## src/rtl/siso_phase_ctrl.sv

```systemverilog
// Phase sequencer for one SISO half-iteration: LOAD -> ALPHA -> BETA -> LLR -> DONE.
// Define SISO_PHASE_CTRL_ABORT_EN to add the abort input that returns any busy phase to IDLE.
module siso_phase_ctrl #(
  parameter int DWIDTH     = 16,
  parameter int BLKLEN_MAX = 6144,
  parameter int NSTATES    = 8,
  localparam int BAW = $clog2(BLKLEN_MAX/2),
  localparam int MAW = $clog2(NSTATES*BLKLEN_MAX/2)
) (
  input  logic              aclk,
  input  logic              aresetn,
  input  logic [DWIDTH-1:0] blklen,
  input  logic              start,
`ifdef SISO_PHASE_CTRL_ABORT_EN
  input  logic              abort,
`endif
  output logic              busy,
  output logic              done,
  output logic              cfg_err,
  input  logic              in_valid,
  output logic              in_ready,
  output logic              br_wrvalid,
  output logic              br_wrsel,
  output logic [BAW-1:0]    br_wraddr,
  output logic [BAW-1:0]    br_rdaddr,
  output logic              alpha_wren,
  output logic              beta_wren,
  output logic [MAW-1:0]    metric_addr,
  output logic              llr_valid,
  output logic [BAW-1:0]    llr_k,
  output logic              llr_tuser,
  output logic              llr_tlast
);
  localparam int S     = $clog2(NSTATES);
  localparam int BEATW = BAW + 1;
  localparam logic [DWIDTH-1:0] MAX_LEN = DWIDTH'(BLKLEN_MAX);
  localparam logic [S-1:0]      S_LAST  = S'(NSTATES - 1);

  typedef enum logic [2:0] {IDLE, LOAD, ALPHA, BETA, LLR, DONE} state_t;

  state_t           state_reg;
  logic [BEATW-1:0] beat_reg;
  logic [BEATW-1:0] last_beat_reg;
  logic [BAW-1:0]   k_reg;
  logic [BAW-1:0]   k_last_reg;
  logic [S-1:0]     s_reg;
  logic             len_ok;

  assign len_ok = !blklen[0] && (blklen != '0) && (blklen <= MAX_LEN);

  always_ff @(posedge aclk or negedge aresetn) begin
    if (!aresetn) begin
      state_reg     <= IDLE;
      beat_reg      <= '0;
      last_beat_reg <= '0;
      k_reg         <= '0;
      k_last_reg    <= '0;
      s_reg         <= '0;
      busy          <= 1'b0;
      done          <= 1'b0;
      cfg_err       <= 1'b0;
      in_ready      <= 1'b0;
      br_wrvalid    <= 1'b0;
      br_wrsel      <= 1'b0;
      br_wraddr     <= '0;
      br_rdaddr     <= '0;
      alpha_wren    <= 1'b0;
      beta_wren     <= 1'b0;
      metric_addr   <= '0;
      llr_valid     <= 1'b0;
      llr_k         <= '0;
      llr_tuser     <= 1'b0;
      llr_tlast     <= 1'b0;
    end else begin
      // Strobes are single-cycle unless re-asserted by the active phase below.
      done       <= 1'b0;
      cfg_err    <= 1'b0;
      br_wrvalid <= 1'b0;
      alpha_wren <= 1'b0;
      beta_wren  <= 1'b0;
      llr_valid  <= 1'b0;
      llr_tuser  <= 1'b0;
      llr_tlast  <= 1'b0;
`ifdef SISO_PHASE_CTRL_ABORT_EN
      if (abort && (state_reg inside {LOAD, ALPHA, BETA, LLR})) begin
        state_reg <= IDLE;
        busy      <= 1'b0;
        in_ready  <= 1'b0;
      end else begin
`else
      begin
`endif
        case (state_reg)
          IDLE: begin
            if (start) begin
              if (len_ok) begin
                state_reg     <= LOAD;
                busy          <= 1'b1;
                in_ready      <= 1'b1;
                beat_reg      <= '0;
                last_beat_reg <= BEATW'(blklen - 1'b1);
                k_last_reg    <= BAW'((blklen >> 1) - 1'b1);
              end else begin
                cfg_err <= 1'b1;
              end
            end
          end
          LOAD: begin
            // in_ready is high for exactly the LOAD state, so in_valid alone is the handshake.
            if (in_valid) begin
              br_wrvalid <= 1'b1;
              br_wrsel   <= beat_reg[0];
              br_wraddr  <= beat_reg[BEATW-1:1];
              if (beat_reg == last_beat_reg) begin
                state_reg <= ALPHA;
                in_ready  <= 1'b0;
                k_reg     <= '0;
                s_reg     <= '0;
              end else begin
                beat_reg <= beat_reg + 1'b1;
              end
            end
          end
          ALPHA: begin
            alpha_wren  <= 1'b1;
            metric_addr <= {k_reg, s_reg};
            br_rdaddr   <= k_reg;
            s_reg       <= s_reg + 1'b1;
            if (s_reg == S_LAST) begin
              if (k_reg == k_last_reg) begin
                state_reg <= BETA;
              end else begin
                k_reg <= k_reg + 1'b1;
              end
            end
          end
          BETA: begin
            beta_wren   <= 1'b1;
            metric_addr <= {k_reg, s_reg};
            br_rdaddr   <= k_reg;
            s_reg       <= s_reg + 1'b1;
            if (s_reg == S_LAST) begin
              if (k_reg == '0) begin
                state_reg <= LLR;
              end else begin
                k_reg <= k_reg - 1'b1;
              end
            end
          end
          LLR: begin
            llr_valid <= 1'b1;
            llr_k     <= k_reg;
            llr_tuser <= (k_reg == '0);
            llr_tlast <= (k_reg == k_last_reg);
            br_rdaddr <= k_reg;
            if (k_reg == k_last_reg) begin
              state_reg <= DONE;
            end else begin
              k_reg <= k_reg + 1'b1;
            end
          end
          DONE: begin
            done      <= 1'b1;
            busy      <= 1'b0;
            state_reg <= IDLE;
          end
          default: state_reg <= IDLE;
        endcase
      end
    end
  end
endmodule

```

## config.mk

```make
export PLATFORM = sky130hd
export DESIGN_NAME = siso_phase_ctrl
export DESIGN_NICKNAME = d
export VERILOG_FILES = /design/src/rtl/siso_phase_ctrl.sv
export SDC_FILE = /design/constraint.sdc
export NUM_CORES = 1
export LEC_CHECK = 0
export ABC_AREA = 1
export ABC_CLOCK_PERIOD_IN_PS = 2200
export CORE_MARGIN = 2
export CORE_UTILIZATION = 50
export CTS_CLUSTER_SIZE = 40
export DETAILED_ROUTE_END_ITERATION = 10
export PLACE_DENSITY = 0.81
export SYNTH_ARGS = -nofsm -noshare
export SYNTH_HDL_FRONTEND = slang
export SYNTH_SLANG_ARGS = --single-unit
```

## constraint.sdc

```tcl
create_clock -name aclk -period 2.2 [get_ports aclk]
set_input_delay 0.44 -clock aclk [delete_from_list [all_inputs] [get_ports aclk]]
set_output_delay 0.44 -clock aclk [all_outputs]
set_load 0.1 [all_outputs]
```

==> impl_metrics.yaml <==
run_status:
  status: "completed"
clock_tree:
  clk_pin_slew_ns: 0.06
  clock_latency_ns: 0.42
  root_buffer: "clkbuf_16"
  numCtsBuffers: 17
  cts_tree: "built"
  cts_max_level: 4
  clock_sinks: 118
  clockBufferDepth: 2
sta:
  period_needed_ns: 2.10
  finalHoldViolCount: 0
  fmax_mhz: 476
  worst_slew_pin_slew_ns: 0.447
  setup_viol: 0
  setup_slack_ns: 0.101
  report.final.slew_viol_count: 0
  finalCritPeriodShare_pct: 95.4
  finClkSkew_ns: 0.00745
  fin_tns_setup_ns: 0
  slew_headroom_pct: 70.2
  grt_setup_unrepaired: "true"
layout:
  final_cell_mix: "nand2_1 (291), dfrtp_1 (117), buf_4 (111)"
  final_common_cell: "nand2_1"
  nNetsFinal: 979
  areaGrowthSynthToFinish_pct: 31.3
  drive_above_1_share_pct: 18.7
  largest_reg_flops: 15
  insertedDiodeCount: 0
  fillers: 975
run:
  drv_cap: 0
floorplan:
  row_count: 40
  fp.coreArea_mm2: 0.0120
  ios: 82
  die-area_mm2: 0.0132
  start_util_pct: 51.2
  die_w_um: 115
  die_h_um: 115
critical_path:
  critPathCaptureType: "register"
  cp_max_fo: 11
  rr_startpoint: "state_reg[2]"
  r2r_end: "k_reg[9]"
  reg2reg_depth: 12
  cp-start-kind: "register"
  reg2reg_slack_ns: 0.10
  cp.arrival_ns: 2.45
  worstPathRequired_ns: 2.56
  path_class: "register to register"
placed_design:
  port_buffers: 81
  pre_cts_ws_ns: -0.150
  hpwl_um: 11700
  gp_congestion: 0.966
yosys:
  yosys_warnings: 0
  synth-seq-cells: 118
  yosysUniqueCellTypes: 33
  syn_inst: 805
  syn_nets: 843
  netlist_area_mm2: 0.00615
  syn_avg_cell_area_um2: 7.64
  seq_area_frac_synth_pct: 48.0
detailed_routing:
  drc_errors: 0
  drt_wl_total_um: 16400
  wire_per_inst_um: 14.9
  viasPerCell: 5.22
  drt_iter0_markers: 424
  vias: 5743
  ant_nets: 0
  first_pass_iters: 5
pwr:
  p_per_area_mw_per_mm2: 669
  vdd_drop_max_uv: 557
  p_leak_nw: 4.20
hold_path:
  hp-class: "register to register"
  min_path_cells: 2
  min_from: "metric_addr[1]"
  whs_endpoint: "metric_addr[1]"
global_route:
  grt_pass1_vias: 5508
  grt_pass1_wl_um: 26400
  grt_remaining_overflow: 0
  antenna_found_initial: 0
  track_usage_pct: 25.7
  grt_max_degree: 39
per-layer routing:
| layer | global-route usage [%] | part of all wire (%) |
|---|---|---|
| met1 | 33.7 | 43 |
| met2 | 41.8 | 49 |
| met3 | 6.33 | 5.6 |
| met4 | 9.16 | 2.4 |
| met5 | 0 | 0 |
cell type report:
cell class | count | area (um2) | share of cell area [%]
Sequential cell | 118 | 2950 | 36.6
Multi-Input combinational cell | 577 | 2860 | 35.5
Timing Repair Buffer | 134 | 1100 | 13.7
Clock buffer | 18 | 429 | 5.31
Inverter | 93 | 359 | 4.45
Tap cell | 147 | 184 | 2.28
Clock inverter | 13 | 183 | 2.26
metrics by stage:
stage | std cells | hold slack [ns] | util [%] | total power, mW | area [um2]
CTS | 1098 | 0.473 | 66.5 | 5.43 | 7980
global placement | 1065 | 0.417 | 61.2 | 2.55 | 7350
finish | 1100 | 0.469 | 67.2 | 5.40 | 8080
global route | 1100 | 0.502 | 67.2 | 5.55 | 8080
floorplan | 805 | 0.144 | - | 2.38 | 6170
detailed placement | 1065 | 0.413 | 61.2 | 2.55 | 7350
cell usage after synthesis:
| cell | number | share of area, % |
|---|---|---|
| inv_4 | 1 | 0.10 |
| nor3_4 | 1 | 0.26 |
| nor2_1 | 73 | 4.5 |
| buf_6 | 1 | 0.18 |
| a21oi_1 | 14 | 1.1 |
| o21ai_0 | 87 | 7.1 |
| dfrtp_1 | 118 | 48 |
| nor3_1 | 6 | 0.49 |
| nand4_1 | 3 | 0.31 |
| nand3b_1 | 3 | 0.37 |
| a31oi_1 | 2 | 0.20 |
| ha_1 | 17 | 3.5 |
| nor2_4 | 2 | 0.37 |
| nor2_2 | 3 | 0.31 |
| o21bai_1 | 1 | 0.12 |
| clkbuf_1 | 12 | 0.73 |
| nand3_2 | 1 | 0.16 |
| buf_2 | 3 | 0.24 |
| fa_1 | 1 | 0.33 |
| a21boi_4 | 1 | 0.31 |
| nor3_2 | 1 | 0.16 |
| nand3_1 | 30 | 2.4 |
| xor2_1 | 18 | 2.6 |
| or3_1 | 1 | 0.10 |
| o21ai_1 | 5 | 0.41 |
| o211ai_1 | 1 | 0.12 |
| nand2_4 | 2 | 0.37 |
| inv_1 | 87 | 5.3 |
| nand2_1 | 293 | 18 |
| clkbuf_2 | 1 | 0.081 |
| inv_2 | 5 | 0.31 |
| xnor2_1 | 10 | 1.4 |
| nor2b_4 | 1 | 0.22 |
where the power goes:
part	switching (mW)	internal [mW]
clock	1.01	1.88
combinational	0.207	0.102
sequential	0.0136	2.19
worst max path at each step:
stage / endpoint / from / depth (start not counted) / slack [ns]
after floorplan: k_reg[5] / state_reg[1] / 13 / 0.001
after CTS: k_reg[11] / state_reg[1] / 17 / 0.05
final: k_reg[9] / state_reg[2] / 12 / 0.10
after detailed placement: last_beat_reg[2] / blklen[0] / 11 / -0.15
after global placement: last_beat_reg[2] / blklen[0] / 11 / -0.07
after global routing: k_reg[10] / state_reg[1] / 13 / -0.07
worst max-delay path, cell delays in order, from the launching register on:
cell and delay (ns):
dfrtp_1 0.42, nor2_4 0.10, nand2_1 0.08, nand2_2 0.14, inv_8 0.09, ha_1 0.32
inv_1 0.11, o21ai_1 0.11, a31oi_1 0.22, nand4_1 0.11, a21oi_1 0.17, nand2_1 0.08
nand2_1 0.07
logic make-up after synthesis:
family	Yosys count	share of synthesized area [%]
XOR/XNOR	28	3.99
flip-flops	118	48.0
adder cells (fa/ha/maj)	18	3.78
AND/OR/NAND/NOR	420	27.9
buffers and inverters	110	6.96
AO/OA/AOI/OAI	111	9.38
what timing repair did:
item,4_1_cts,5_1_grt
gates resized for setup,2,17
endpoints found under the hold margin,29,0
setup endpoints to repair,5,7
hold buffers,1,0
buffers inserted,1,2
pin swaps,0,1
No activity file was read; power rests on OpenSTA's default activity.
